<file path="src/rtl/telemetry_pkg.sv">
// Shared constants and state encodings for the telemetry receiver.
// Latency: n/a (declarations only).
// Backpressure: n/a.
package telemetry_pkg;
    localparam logic [7:0] HDR0          = 8'hAA;
    localparam logic [7:0] HDR1          = 8'h55;
    localparam int         PAYLOAD_BYTES = 6;
    localparam int         CNT_W         = 12;

    typedef enum logic [1:0] {IDLE, START, DATA, STOP} byte_st_t;
    typedef enum logic [1:0] {WAIT_AA, WAIT_55, PAYLOAD, CHK} frm_st_t;
endpackage

</file>
<file path="src/rtl/uart_rx_byte.sv">
// UART 8N1 byte deserializer with 2-flop RX synchronizer and mid-bit sampling.
// Latency: byte_rdy/stop_err pulse one clk after the mid-stop-bit sample.
// Backpressure: none; each byte is presented once and must be consumed on byte_rdy.
module uart_rx_byte
    import telemetry_pkg::*;
#(
    parameter int BAUD_DIV = 2604
) (
    input  logic       clk,
    input  logic       rst_n,
    input  logic       rx,
    output logic [7:0] rx_data,
    output logic       byte_rdy,
    output logic       stop_err
);
    localparam logic [CNT_W-1:0] HALF_M1 = CNT_W'(BAUD_DIV / 2 - 1);
    localparam logic [CNT_W-1:0] FULL_M1 = CNT_W'(BAUD_DIV - 1);

    logic             rx_meta_q, rx_sync_q, rx_prev_q;
    byte_st_t         state_q, state_d;
    logic [CNT_W-1:0] cnt_q, cnt_d;
    logic [2:0]       bit_q, bit_d;
    logic [7:0]       shift_q, shift_d;
    logic             byte_rdy_q, byte_rdy_d;
    logic             stop_err_q, stop_err_d;

    // Synchronizer and edge-detect history, preset high so reset never looks like a start bit.
    always_ff @(posedge clk or negedge rst_n) begin
        if (!rst_n) begin
            rx_meta_q <= 1'b1;
            rx_sync_q <= 1'b1;
            rx_prev_q <= 1'b1;
        end else begin
            rx_meta_q <= rx;
            rx_sync_q <= rx_meta_q;
            rx_prev_q <= rx_sync_q;
        end
    end

    // Byte FSM and datapath state registers.
    always_ff @(posedge clk or negedge rst_n) begin
        if (!rst_n) begin
            state_q    <= IDLE;
            cnt_q      <= '0;
            bit_q      <= '0;
            shift_q    <= '0;
            byte_rdy_q <= 1'b0;
            stop_err_q <= 1'b0;
        end else begin
            state_q    <= state_d;
            cnt_q      <= cnt_d;
            bit_q      <= bit_d;
            shift_q    <= shift_d;
            byte_rdy_q <= byte_rdy_d;
            stop_err_q <= stop_err_d;
        end
    end

    // Next state: wait half a bit to confirm the start, then sample every full bit period.
    always_comb begin
        state_d    = state_q;
        cnt_d      = cnt_q + 1'b1;
        bit_d      = bit_q;
        shift_d    = shift_q;
        byte_rdy_d = 1'b0;
        stop_err_d = 1'b0;
        case (state_q)
            IDLE: begin
                cnt_d = '0;
                if (rx_prev_q && !rx_sync_q) begin
                    state_d = START;
                end
            end
            START: begin
                if (cnt_q == HALF_M1) begin
                    cnt_d = '0;
                    bit_d = '0;
                    // A line already back high at mid start bit was a glitch.
                    state_d = rx_sync_q ? IDLE : DATA;
                end
            end
            DATA: begin
                if (cnt_q == FULL_M1) begin
                    cnt_d   = '0;
                    shift_d = {rx_sync_q, shift_q[7:1]};
                    bit_d   = bit_q + 1'b1;
                    if (bit_q == 3'd7) begin
                        state_d = STOP;
                    end
                end
            end
            STOP: begin
                if (cnt_q == FULL_M1) begin
                    cnt_d      = '0;
                    state_d    = IDLE;
                    byte_rdy_d = rx_sync_q;
                    stop_err_d = !rx_sync_q;
                end
            end
            default: state_d = IDLE;
        endcase
    end

    assign rx_data  = shift_q;
    assign byte_rdy = byte_rdy_q;
    assign stop_err = stop_err_q;
endmodule

</file>
<file path="src/rtl/telemetry_rx.sv">
// Telemetry frame receiver: header lock on AA 55, unpacks 12-bit batt/curr/torque. Option macro: TELEM_CHKSUM_EN.
// Latency: outputs and vld update one clk after the last frame byte's byte_rdy.
// Backpressure: none; results are a one-cycle strobe, values hold until the next good frame.
module telemetry_rx
    import telemetry_pkg::*;
#(
    parameter int BAUD_DIV = 2604
) (
    input  logic        clk,
    input  logic        rst_n,
    input  logic        RX,
    output logic [11:0] batt,
    output logic [11:0] curr,
    output logic [11:0] torque,
    output logic        vld,
    output logic        frm_err,
    output logic        chk_err
);
    logic [7:0] rx_data;
    logic       byte_rdy;
    logic       stop_err;

    uart_rx_byte #(.BAUD_DIV(BAUD_DIV)) u_byte (
        .clk      (clk),
        .rst_n    (rst_n),
        .rx       (RX),
        .rx_data  (rx_data),
        .byte_rdy (byte_rdy),
        .stop_err (stop_err)
    );

    frm_st_t     frm_st_q, frm_st_d;
    logic [2:0]  idx_q, idx_d;
    logic [11:0] bat_sh_q, bat_sh_d, cur_sh_q, cur_sh_d, trq_sh_q, trq_sh_d;
    logic [11:0] batt_q, batt_d, curr_q, curr_d, torque_q, torque_d;
    logic        vld_q, vld_d, frm_err_q, frm_err_d;
`ifdef TELEM_CHKSUM_EN
    logic [7:0]  sum_q, sum_d;
    logic        chk_err_q, chk_err_d;
`endif

    // Frame FSM, shadow and output registers.
    always_ff @(posedge clk or negedge rst_n) begin
        if (!rst_n) begin
            frm_st_q  <= WAIT_AA;
            idx_q     <= '0;
            bat_sh_q  <= '0;
            cur_sh_q  <= '0;
            trq_sh_q  <= '0;
            batt_q    <= '0;
            curr_q    <= '0;
            torque_q  <= '0;
            vld_q     <= 1'b0;
            frm_err_q <= 1'b0;
`ifdef TELEM_CHKSUM_EN
            sum_q     <= '0;
            chk_err_q <= 1'b0;
`endif
        end else begin
            frm_st_q  <= frm_st_d;
            idx_q     <= idx_d;
            bat_sh_q  <= bat_sh_d;
            cur_sh_q  <= cur_sh_d;
            trq_sh_q  <= trq_sh_d;
            batt_q    <= batt_d;
            curr_q    <= curr_d;
            torque_q  <= torque_d;
            vld_q     <= vld_d;
            frm_err_q <= frm_err_d;
`ifdef TELEM_CHKSUM_EN
            sum_q     <= sum_d;
            chk_err_q <= chk_err_d;
`endif
        end
    end

    // Frame parsing: header match, payload unpack into shadows, atomic publish on the final byte.
    always_comb begin
        frm_st_d  = frm_st_q;
        idx_d     = idx_q;
        bat_sh_d  = bat_sh_q;
        cur_sh_d  = cur_sh_q;
        trq_sh_d  = trq_sh_q;
        batt_d    = batt_q;
        curr_d    = curr_q;
        torque_d  = torque_q;
        vld_d     = 1'b0;
        frm_err_d = 1'b0;
`ifdef TELEM_CHKSUM_EN
        sum_d     = sum_q;
        chk_err_d = 1'b0;
`endif
        if (stop_err) begin
            // A corrupted byte anywhere poisons the frame; relock on the next header.
            frm_err_d = 1'b1;
            frm_st_d  = WAIT_AA;
        end else if (byte_rdy) begin
            case (frm_st_q)
                WAIT_AA: begin
                    if (rx_data == HDR0) frm_st_d = WAIT_55;
                end
                WAIT_55: begin
                    if (rx_data == HDR1) begin
                        frm_st_d = PAYLOAD;
                        idx_d    = '0;
`ifdef TELEM_CHKSUM_EN
                        sum_d    = '0;
`endif
                    end else if (rx_data != HDR0) begin
                        // A repeated AA may itself be the true header start, so only other bytes unlock.
                        frm_st_d = WAIT_AA;
                    end
                end
                PAYLOAD: begin
                    if (!idx_q[0] && (rx_data[7:4] != 4'h0)) begin
                        frm_err_d = 1'b1;
                        frm_st_d  = WAIT_AA;
                    end else begin
                        case (idx_q)
                            3'd0:    bat_sh_d[11:8] = rx_data[3:0];
                            3'd1:    bat_sh_d[7:0]  = rx_data;
                            3'd2:    cur_sh_d[11:8] = rx_data[3:0];
                            3'd3:    cur_sh_d[7:0]  = rx_data;
                            3'd4:    trq_sh_d[11:8] = rx_data[3:0];
                            default: trq_sh_d[7:0]  = rx_data;
                        endcase
                        idx_d = idx_q + 1'b1;
`ifdef TELEM_CHKSUM_EN
                        sum_d = sum_q + rx_data;
`endif
                        if (idx_q == 3'(PAYLOAD_BYTES - 1)) begin
`ifdef TELEM_CHKSUM_EN
                            frm_st_d = CHK;
`else
                            batt_d   = bat_sh_d;
                            curr_d   = cur_sh_d;
                            torque_d = trq_sh_d;
                            vld_d    = 1'b1;
                            frm_st_d = WAIT_AA;
`endif
                        end
                    end
                end
`ifdef TELEM_CHKSUM_EN
                CHK: begin
                    if (rx_data == sum_q) begin
                        batt_d   = bat_sh_q;
                        curr_d   = cur_sh_q;
                        torque_d = trq_sh_q;
                        vld_d    = 1'b1;
                    end else begin
                        chk_err_d = 1'b1;
                    end
                    frm_st_d = WAIT_AA;
                end
`endif
                default: frm_st_d = WAIT_AA;
            endcase
        end
    end

    assign batt    = batt_q;
    assign curr    = curr_q;
    assign torque  = torque_q;
    assign vld     = vld_q;
    assign frm_err = frm_err_q;
`ifdef TELEM_CHKSUM_EN
    assign chk_err = chk_err_q;
`else
    assign chk_err = 1'b0;
`endif
endmodule

</file>
<file path="config.mk">
export PLATFORM = sky130hd
export DESIGN_NAME = telemetry_rx
export DESIGN_NICKNAME = d
export VERILOG_FILES = /design/src/rtl/telemetry_pkg.sv /design/src/rtl/uart_rx_byte.sv /design/src/rtl/telemetry_rx.sv
export SDC_FILE = /design/constraint.sdc
export NUM_CORES = 1
export LEC_CHECK = 0
export ABC_AREA = 0
export CAP_MARGIN = 15
export CELL_PAD_IN_SITES_DETAIL_PLACEMENT = 1
export CELL_PAD_IN_SITES_GLOBAL_PLACEMENT = 1
export CORE_ASPECT_RATIO = 0.8
export CORE_MARGIN = 10
export CORE_UTILIZATION = 40
export CTS_BUF_LIST = sky130_fd_sc_hd__clkbuf_8
export CTS_CLUSTER_SIZE = 24
export DETAILED_ROUTE_END_ITERATION = 6
export DONT_BUFFER_PORTS = 1
export HOLD_SLACK_MARGIN = 0.12
export PLACE_DENSITY_LB_ADDON = 0.1
export SYNTH_ARGS = -nofsm -noshare
export SYNTH_HDL_FRONTEND = slang
export SYNTH_HIERARCHICAL = 1
export SYNTH_SLANG_ARGS = --single-unit
export TNS_END_PERCENT = 5
</file>
<file path="constraint.sdc">
create_clock -name clk -period 2.21 [get_ports clk]
set_clock_uncertainty 0.2 [all_clocks]
set_input_delay 0.1105 -clock clk [delete_from_list [all_inputs] [get_ports clk]]
set_output_delay 0.1105 -clock clk [all_outputs]
set_load 0.01 [all_outputs]
</file>
# Yosys cells after proc, flatten, opt, wreduce, memory -nomap -nowiden
# Index checks and enable logic that the tools add are counted.
# Widths: inputs -> output; s select.
op_classes:
  add_sub_neg: 3
  eq_ne: 26
  n_mux: 43
  bitwise_logic: 2
  reduce_logical: 20
op_table:
  columns: ["operator", "n"]
  rows:
  - ["$pmux 12 s3", 1]
  - ["$mux 2", 13]
  - ["$mux 12", 2]
  - ["$mux 8", 3]
  - ["$reduce_and 5->1", 3]
  - ["$mux 1", 13]
  - ["$add 12x1->12 const B", 1]
  - ["$eq 12x11->1 const B", 1]
  - ["$eq 12x12->1 const B", 1]
  - ["$mux 3", 4]
  - ["$mux 4", 3]
  - ["$pmux 3 s2", 2]
  - ["$ne 2x1->1 const B", 5]
  - ["$eq 3x3->1 const B", 3]
  - ["$eq 8x7->1 const B", 1]
  - ["$eq 8x8->1 const B", 1]
  - ["$ne 4x3->1 const B", 2]
  - ["$ne 8x8->1 const B", 1]
  - ["$pmux 2 s4", 1]
  - ["$reduce_and 4->1", 2]
  - ["$add 3x1->3 const B", 2]
  - ["$eq 2x2->1 const B", 3]
  - ["$eq 3x2->1 const B", 2]
  - ["$pmux 2 s3", 1]
  - ["other kinds (15)", 23]
word_totals:
  register_bits: 109
  inputBits: 3
  output_inout_bits: 39
  word_cells: 113

# Longest topological paths before layout
# Gate-level depths: netlist of the first run.
depth:
  ltp_word: 6
  mapped_depth: 8
  ltp_nobuf: 6

# By module
# The synthesis of the first run kept the hierarchy.
modules_own_cells:
  columns: ["mod", "n_inst", "cells_each", "area_per_inst_um2", "seq_area_each_um2"]
  rows:
  - ["telemetry_rx", 1, 266, 3508.4, 1976.9]
  - ["uart_rx_byte", 1, 119, 1408.9, 754.5]

# Least setup slack after synthesis of the first run
# Ideal clock, no wire load.
synth_timing:
  path_type: "reg2reg"
  start: "reg idx_q[0]"
  end: "reg trq_sh_q[0]"
  setup_time_ps: 125
  arrival_ps: 1968
  t_required_ps: 1885
  setup_slack_ps: -83
  stages_incl_launch_ff: 9
  n_path_buf: 2
  period_less_slack_ps: 2293
  cell_sequence: "dfrtp_1 > ha_1 > ha_1 > buf_2 > nor2_1 > o21ai_0 > buf_2 > nor2_2 > mux2_2"
synth_between:
  elab_chain_cells: 4
  elab_cells_between_ends: 11
  cone_classes: "eq/ne: 4; mux: 1; bitwise: 1; reduce/logical: 5"
synth_rtl:
  columns: ["element", "line_no", "source"]
  rows:
  - ["from (decl)", "telemetry_rx.sv:33", "logic [2:0] idx_q, idx_d;"]
  - ["from (signal assigned)", "telemetry_rx.sv:61", "idx_q <= idx_d;"]
  - ["branches (longest 4 deep; another with $mux 8)", null, null]
  - ["to (signal assigned)", "telemetry_rx.sv:64", "trq_sh_q <= trq_sh_d;"]
  - ["to (decl)", "telemetry_rx.sv:34", "logic [11:0] bat_sh_q, bat_sh_d, cur_sh_q, cur_sh_d, trq_sh_q, trq_sh_d;"]
# Several ways; the timed one is not identified.
# A chain may end at the register's enable or synchronous reset.

# Final worst setup path of the first run
layout_timing:
  start: "reg u_byte.shift_q[4] (netlist: u_byte/rx_data[4])"
  end: "reg cur_sh_q[6]"
layout_between:
  elab_chain_cells: 4
layout_rtl:
  columns: ["element", "line_no", "source"]
  rows:
  - ["from (decl)", "uart_rx_byte.sv:23", "logic [7:0] shift_q, shift_d;"]
  - ["from (signal assigned)", "uart_rx_byte.sv:53", "shift_q <= shift_d;"]
  - ["$reduce_bool 4->1", "telemetry_rx.sv:115", "if (!idx_q[0] && (rx_data[7:4] != 4'h0)) begin"]
  - ["$logic_and 1x1->1", "telemetry_rx.sv:115", null]
  - ["$not 1->1 (no source line)", null, null]
  - ["$reduce_and 4->1 (no source line)", null, null]
  - ["to (signal assigned)", "telemetry_rx.sv:63", "cur_sh_q <= cur_sh_d;"]
  - ["to (decl)", "telemetry_rx.sv:34", null]
# Every way passes these cells.

==> reports/metrics.cfg, run 1 <==
[run_status]
outcome = complete, but fails checks
violations = negative hold slack

[clock_tree]
hold_buffers = 2
cts_made_buffers = 9
cts_tree = yes
cts.reportedPaths.clkPinSlew_ns = 0.09
clk-insertion-delay-late_ns = 0.37
clockBufferDepth = 2
post-cts-setup-buffers = 0
cts.sinks = 109
cts_max_level = 3
clockRootBuffer = clkbuf_8

[timing]
rsz0062_at_grt = yes
setup_violations = 0
fmax_mhz = 463
whs_ns = -0.776
slew_violations = 0
final-hold-violation-count = 109
finalCritPeriodShare = 0.978
setup_ws_ns = 0.0488
period_needed_ns = 2.16

[cells_and_area]
layout.nets = 419
diodes = 0
final_cell_area_sq_mm = 0.00545
nFillCells = 1287
syn_to_final_growth_pct = 10.9
layout-drive-gt1-share = 0.306

[detailed_routing]
viasPerCell = 5.19
dr.first_iter.drc_count = 128
routedWlPerCell_um = 18.5
ant_nets = 0
wl_mm = 10.3
vias = 2907
drc_errors = 0
first_pass_iters = 4

[worst_setup_path]
worst_ep_arrival_time_ns = 2.22
critPathMaxFanout = 8
cp-end-kind = register
crit_buf_inv = 0
crit_path_max_incr_delay_ns = 0.53
cp-start-kind = register
required_ns = 2.27
path_cells = or4_4 -> a21boi_4 -> nand2_2 -> mux2_2
cp_slowest_cell = or4_4
cpLargestDelayFamily = simple AND/OR/NAND/NOR gates
path_class = register to register

[global_route]
grt_max_degree = 110
track_usage = 0.126
grt_pass1_vias = 3044
antenna_found_initial = 0
gr-total-overflow = 0
grt_first_pass_wirelength_mm = 16.8

[logic_synthesis]
netlist_area_sq_mm = 0.00492
synth.distinct_cells = 54
syn_nets = 400
ys_ff_latch = 109
yosys_warnings = 6
avgSynthCellArea_sq_um = 12.8
syn_inst = 385
yosysSeqAreaShare = 0.555

[die]
fp-row-count = 36
die_width_um = 144
ioPinCount = 42
coreArea_sq_mm = 0.0121
initial_core_util = 0.406
dieArea_sq_mm = 0.0172
die_h_um = 119

[placed_design]
place_hpwl_mm = 7.29
placed_area_sq_mm = 0.00523
port_buffers = 0
gp_congestion = 0.768
pre_cts_ws_ns = -0.00700

[flow_run]
maxCapViolations = 0

[power]
p_leak_uw = 0.00267
peakVddDrop_mv = 0.363
p_per_area_mw_per_mm2 = 645

[worst_hold_path]
hold_class = input pin to asynchronous set/reset pin

==> power breakdown <==
part           internal [uW]  leakage [uW]  total, uW  switching, uW
registers               2050       0.00150       2130           78.7
logic                    122       0.00106        272            150
clock network            488      0.000101       1120            629
total                   2660       0.00267       3520            857
==> registers in the layout, indices dropped and copies added, names as in the netlist, 3 cells and up, named ones only <==
signal / count
u_byte/rx_data: 8
batt: 12
curr: 12
bat_sh_q: 12
cur_sh_q: 12
u_byte/cnt_q: 12
u_byte/bit_q: 3
torque: 12
idx_q: 3
trq_sh_q: 12
==> cell usage in the layout (no fill, tap or decap), types with 2 or more instances in the layout <==
cell type / Yosys / final
a32o_1: 2 / 2
and4b_1: 2 / 2
ha_1: 12 / 12
nand2_1: 29 / 29
mux2_4: 11 / 11
nand3_2: 3 / 3
nand3_1: 7 / 7
clkbuf_8: 0 / 12
buf_4: 2 / 24
nor2_1: 20 / 20
mux2i_1: 22 / 22
nor3_1: 4 / 4
nand2b_1: 3 / 3
a31o_2: 2 / 2
inv_1: 13 / 15
or2_2: 2 / 2
a21oi_1: 2 / 2
dlygate4sd3_1: 0 / 2
mux2_2: 49 / 49
nor2b_1: 4 / 4
dfrtp_1: 106 / 105
xor2_1: 2 / 2
dfstp_2: 3 / 3
nand4_1: 2 / 2
o21ai_0: 25 / 23
xnor2_1: 8 / 8
nor4_1: 4 / 3
and3b_1: 2 / 2
==> path summary, 6_finish.rpt <==
kind	cells past startpoint	slack, ns	end	start
max in group asynchronous	0	2.36	u_byte/rx_prev_q	rst_n
worst min register to register	0	0.16	u_byte/rx_sync_q	u_byte/rx_meta_q
worst min-delay path	0	-0.78	batt[10]	rst_n
min in group clk	0	0.16	u_byte/rx_sync_q	u_byte/rx_meta_q
worst max-delay path	4	0.05	cur_sh_q[6]	u_byte/rx_data[4]
worst max register to register	4	0.05	cur_sh_q[6]	u_byte/rx_data[4]
==> synthesized netlist by cell type (all sizes together) <==
| master | n | area (sq um) |
|---|---|---|
| a31o | 2 | 17.5 |
| conb | 1 | 3.75 |
| clkbuf | 10 | 37.5 |
| xnor2 | 8 | 70.1 |
| o31ai | 1 | 7.51 |
| dfstp | 3 | 78.8 |
| a21boi | 1 | 18.8 |
| xor2 | 2 | 17.5 |
| buf | 10 | 73.8 |
| and2b | 1 | 7.51 |
| nand4 | 3 | 33.8 |
| dfrtp | 106 | 2650 |
| nor4b | 3 | 47.5 |
| o21ai | 25 | 125 |
| o2111ai | 2 | 17.5 |
| and4 | 1 | 8.76 |
| and4b | 2 | 20.0 |
| or2 | 2 | 12.5 |
| nor4 | 4 | 25.0 |
| nor3 | 4 | 20.0 |
| nand2 | 30 | 115 |
| nand2b | 3 | 18.8 |
| or4 | 1 | 11.3 |
| nand4b | 1 | 8.76 |
| nor2 | 21 | 81.3 |
| a32o | 2 | 20.0 |
| a311oi | 1 | 15.0 |
| a22oi | 1 | 7.51 |
| mux2i | 22 | 220 |
| inv | 13 | 48.8 |
| a21oi | 3 | 18.8 |
| and3 | 1 | 6.26 |
| nor3b | 1 | 12.5 |
| ha | 12 | 150 |
| and2 | 1 | 6.26 |
| nand3 | 11 | 82.6 |
| and4bb | 1 | 12.5 |
| o21a | 1 | 7.51 |
| mux2 | 61 | 728 |
| o211ai | 1 | 7.51 |
| and3b | 2 | 17.5 |
| nor2b | 4 | 25.0 |
==> final cells by class <==
cell class                      instances  area [sq um]  area share
Clock buffer                           12           165      0.0303
Clock inverter                          3          12.5     0.00230
Inverter                               13          48.8     0.00895
Multi-Input combinational cell        243          2070       0.379
Sequential cell                       109          2730       0.501
Tap cell                              152           190      0.0349
Timing Repair Buffer                   28           235      0.0431
==> routing by layer <==
metal	global-route usage	wire (um)	up-vias
li1	-	-	1369
met1	0.167	5070	1495
met2	0.190	4700	36
met3	0.0465	461	7
met4	0.0331	111	0
met5	0	0	-
==> metrics by stage <==
step	setup TNS (ns)	utilization	cells	power, uW
2_1_floorplan	0	-	385	2360
3_3_place_gp	0	0.431	543	2430
3_5_place_dp	-0.0214	0.431	543	2440
4_1_cts	0	0.448	560	3580
5_1_grt	-0.0535	0.450	560	3720
6_report	0	0.450	560	3520
==> worst register-to-register path, stage by stage (launching register included) <==
cell      delay [ns]
dfrtp_2         0.47
or4_4           0.53
a21boi_4        0.29
nand2_2         0.23
mux2_2          0.33
==> logic make-up after synthesis <==
logic type | count (synthesis) | share of synthesized area
flip-flops | 109 | 0.555
AND/OR/NAND/NOR | 97 | 0.117
multiplexers | 83 | 0.193
AO/OA/AOI/OAI | 40 | 0.0534
buffers and inverters | 33 | 0.0326
adder cells (fa/ha/maj) | 12 | 0.0305
XOR/XNOR | 10 | 0.0178
other | 1 | 0.000763
==> timing repair <==
item	4_1_cts	5_1_grt
pin swaps	1	3
endpoints found under the hold margin	110	109
resized for setup	1	6
setup endpoints to repair	10	42
No activity file was read; power rests on OpenSTA's default activity.
==> run 2: changes to the inputs <==
Clock period 2.21 ns to 1.85 ns, I/O delays scaled along.
==> run 2 against run 1 <==
The flow finishes with violations (negative hold slack, negative setup slack); final cell count rose by 6.3%; sequential cell count did not move; via count increased by 4.4%; global-route usage up 0.64 points; worst hold slack got worse by 0.028 ns; combinational power grew 71%; non-clock buffer count up 34; worst setup slack got worse by 0.31 ns; critical path type unchanged; highest routed layer unchanged.
==> reports/metrics.cfg, run 2 (synthesis gave the netlist of run 1 again) <==
[run_status]
outcome = complete, but fails checks
violations = negative hold slack, negative setup slack

[power]
p_per_area_mw_per_mm2 = 787
comb_power_share = 0.098
p_sw_frac = 0.235
clock_power_share = 0.369
seqPwrFrac = 0.533
p_int_uw = 3610
p_leak_uw = 0.00289
peakVddDrop_mv = 0.505
p_sw_uw = 1110

[global_route]
track_usage = 0.132
met2_usage = 0.203
grt-busiest-layer = met2
gr-total-overflow = 0
met3_usage = 0.0397
grt_first_pass_wirelength_mm = 17.9
met1_usage = 0.176
antenna_found_initial = 0
grt_pass1_vias = 3296
grt_max_degree = 110

[die]
ioPinCount = 42
dieArea_sq_mm = 0.0172
die_h_um = 119
die_width_um = 144
initial_core_util = 0.406
coreArea_sq_mm = 0.0121
fp-row-count = 36

[timing]
period_needed_ns = 2.11
whs_ns = -0.805
finalCritPeriodShare = 1.14
slew_violations = 0
setup_ws_ns = -0.265
final-hold-violation-count = 109
fmax_mhz = 473
fin_tns_setup_ns = -14.38
rsz0062_at_grt = yes
setup_violations = 78

[worst_hold_path]
hold_class = input pin to asynchronous set/reset pin

[cells_and_area]
final_cells = 595
final_common_cell = dfrtp_1
diodes = 0
syn_to_final_growth_pct = 22.0
layout-drive-gt1-share = 0.397
layout.nets = 453
final_cell_mix = dfrtp_1 (105), mux2_2 (47), buf_4 (45)

[clock_tree]
cts.sinks = 109
clockRootBuffer = clkbuf_8
clk-insertion-delay-late_ns = 0.38
cts.reportedPaths.clkPinSlew_ns = 0.10
cts_tree = yes
cts_max_level = 3
cts_made_buffers = 9
hold_buffers = 2
clockBufferDepth = 2

[worst_setup_path]
critPathMaxFanout = 22
worst_ep_arrival_time_ns = 2.19
path_class = register to register
cp-start-kind = register
required_ns = 1.92
r2r-start = u_byte/rx_data[6]
crit_path_start = u_byte/rx_data[6]
cp-end-kind = register

[detailed_routing]
wl_mm = 10.8
viasPerCell = 5.10
dr.first_iter.drc_count = 173
drc_errors = 0
ant_nets = 0
vias = 3036
first_pass_iters = 4
routedWlPerCell_um = 18.2

[flow_run]
maxCapViolations = 0

[placed_design]
pre_cts_ws_ns = -0.359
port_buffers = 0
place_hpwl_mm = 7.62
dp_cells = 570
gp_congestion = 0.766

## run 2: stage by stage
step / total power (uW) / cell area, sq um / util
finish: 4720 / 6000 / 0.495
global route: 4970 / 6000 / 0.495
CTS: 4810 / 5940 / 0.490
detailed placement: 2980 / 5460 / 0.451
global placement: 2970 / 5460 / 0.451
floorplan: 2820 / 4940 / -
## run 2: final cells by class
class	instances	area, sq um
Fill cell	1243	6120
Tap cell	152	190
Multi-Input combinational cell	243	2230
Clock inverter	6	110
Sequential cell	109	2730
Timing Repair Buffer	62	553
Inverter	13	48.8
Clock buffer	10	138
## run 2: path summary, 6_finish.rpt
check                              endpoint  slack, ns  depth (start not counted)
max                                 curr[8]      -0.26                          8
max in group asynchronous  u_byte/rx_sync_q       2.01                          0
min in group clk           u_byte/rx_sync_q       0.16                          0
max reg2reg                         curr[8]      -0.26                          8
min reg2reg                u_byte/rx_sync_q       0.16                          0
min                                idx_q[1]      -0.80                          0
## run 2: power groups by stage
stage | clock, uW | combinational, uW | sequential, uW
2_1_floorplan | 0 | 261 | 2560
3_3_place_gp | 0 | 412 | 2550
3_5_place_dp | 0 | 418 | 2560
4_1_cts | 1820 | 469 | 2510
5_1_grt | 1930 | 513 | 2530
6_report | 1740 | 464 | 2510
## run 2: worst max-delay path, stage by stage (launching register included)
cell and delay [ns]:
dfrtp_1 0.40, buf_4 0.14, buf_6 0.11, nor4_4 0.24
buf_4 0.16, buf_6 0.10, o2111ai_4 0.17, buf_12 0.21
mux2_2 0.27
## run 2: what timing repair did
| action | in CTS | in global routing |
|---|---|---|
| cloned | 0 | 0 |
| buffers inserted | 6 | 1 |
| resized for setup | 41 | 11 |
| pin swaps | 16 | 6 |
| endpoints found under the hold margin | 110 | 109 |
| endpoints found under the setup margin | 100 | 102 |
## run 2: metal layers
layer	share of wire	wire length, um
met1	0.48	5170
met2	0.47	5040
met3	0.044	476
met4	0.012	127
met5	0	0
==> run 3: changes to the inputs <==
Clock period 1.85 ns to 2 ns, I/O delays scaled along.
==> run 3 against run 2 <==
The run still ends with negative hold slack, negative setup slack left; total power fell by 13%; core utilization is 2.6 points lower; via count fell by 2.2%; final cell count fell by 3.2%; worst hold slack better by 0.022 ns; combinational power fell by 25%; global-route usage down 0.65 points; non-clock buffer count fell by 19; register-to-register slack better by 0.17 ns; first-iteration DRC count increased by 16%; routed wire length fell by 3.9%; critical path type unchanged; highest routed layer unchanged.
==> reports/metrics.cfg, run 3 (synthesis gave the netlist of run 1 again) <==
[power]
p_leak_uw = 0.00276
finalPower_uw = 4100
p_per_area_mw_per_mm2 = 721
peakVddDrop_mv = 0.361

[cells_and_area]
utilization = 0.469
final_cells = 576
final_common_cell = dfrtp_1
layout-drive-gt1-share = 0.354
final_cell_mix = dfrtp_1 (106), mux2_2 (48), buf_4 (36)
syn_to_final_growth_pct = 15.6
layout.nets = 434
diodes = 0
final_cell_area_sq_mm = 0.00568

[clock_tree]
clockBufferDepth = 2
cts_tree = yes
cts_made_buffers = 9
cts.sinks = 109
cts.reportedPaths.clkPinSlew_ns = 0.10
clockRootBuffer = clkbuf_8
clk-insertion-delay-late_ns = 0.37
hold_buffers = 2
cts_max_level = 3

[placed_design]
pre_cts_ws_ns = -0.103
port_buffers = 0
dp_cells = 558
place_hpwl_mm = 7.45
placed_area_sq_mm = 0.00536
gp_congestion = 0.787

[worst_setup_path]
required_ns = 2.06
r2r-start = u_byte/rx_data[5]
crit_path_start = u_byte/rx_data[5]
path_cells = or4_4 -> a21boi_4 -> nand3_4 -> mux2_4
cp_slowest_cell = or4_4
cp-start-kind = register
cp-end-kind = register
crit_path_max_incr_delay_ns = 0.54
worst_ep_arrival_time_ns = 2.16
path_class = register to register
critPathMaxFanout = 8

[detailed_routing]
top_layer = met4
vias = 2970
routedWlPerCell_um = 18.0
first_pass_iters = 4
wl_mm = 10.4
drt-met1-wl_mm = 5.10
dr.first_iter.drc_count = 201
ant_nets = 0
viasPerCell = 5.16
met3_length_um = 480
dr_wl_met2_mm = 4.70
drc_errors = 0

[timing]
setup_ws_ns = -0.0969
setup_violations = 33
whs_ns = -0.783
period_needed_ns = 2.10
fmax_mhz = 477
final-hold-violation-count = 109
slew_violations = 0
finalCritPeriodShare = 1.05
rsz0062_at_grt = yes

[die]
dieArea_sq_mm = 0.0172
die_width_um = 144
die_h_um = 119
initial_core_util = 0.406
fp-row-count = 36
coreArea_sq_mm = 0.0121
ioPinCount = 42

[global_route]
track_usage = 0.126
antenna_found_initial = 0
gr-total-overflow = 0
grt_pass1_vias = 3200
grt_first_pass_wirelength_mm = 17.2
grt_max_degree = 110

[run_status]
violations = negative hold slack, negative setup slack
outcome = complete, but fails checks

[worst_hold_path]
hold_class = input pin to asynchronous set/reset pin

[flow_run]
maxCapViolations = 0

-- run 3: changes by cell type in the layout (fill, tap and decap cells not counted), sizes merged --
| cell | before | now |
|---|---|---|
| buf | 60 | 41 |
| bufinv | 3 | 1 |
| clkbuf | 10 | 11 |
| clkinv | 1 | 2 |
| clkinvlp | 2 | 0 |
| inv | 13 | 15 |
-- run 3: critical path, delay by kind of cell (launching register included) --
family           cells  cell delay (ns)
flip-flops           1             0.41
multiplexers         1             0.34
AO/OA/AOI/OAI        1             0.28
AND/OR/NAND/NOR      2             0.75
-- run 3: routing by layer --
layer,up-vias,global-route usage
met5,-,0
li1,1403,-
met3,7,0.0349
met1,1523,0.173
met2,37,0.190
met4,0,0.0344
-- run 3: where the power goes --
part           leakage, uW  switching, uW  internal [uW]
combinational      0.00115            193            154
clock             0.000111            756            662
sequential         0.00150           69.0           2270
-- run 3: worst paths after layout --
kind	to	slack, ns	cells after the start
worst max-delay path	bat_sh_q[6]	-0.1	4
worst min-delay path	batt[4]	-0.78	0
worst max register to register	bat_sh_q[6]	-0.1	4
worst min register to register	u_byte/rx_sync_q	0.16	0
max in group asynchronous	u_byte/rx_prev_q	2.17	0
min in group clk	u_byte/rx_sync_q	0.16	0
-- run 3: per-stage QoR --
stage	TNS (ns)	hold slack [ns]
4_1_cts	-2.43	-0.807
2_1_floorplan	-4.13	-0.396
3_3_place_gp	-1.38	-0.389
5_1_grt	-6.17	-0.824
3_5_place_dp	-2.49	-0.389
6_report	-1.83	-0.783
-- run 3: cell type report --
class                   count  area (sq um)
fillers                  1262          6430
flip-flops and latches    109          2730
multi-input cells         243          2130
repair buffers             43           368
well taps                 152           190
clock buffers              11           151
clock inverters             5          65.1
inverters                  13          48.8
-- run 3: timing repair --
item	CTS	global route
setup endpoints to repair	59	80
hold endpoints to repair	110	109
buffers inserted	0	0
pin swaps	0	1
resized for setup	5	13
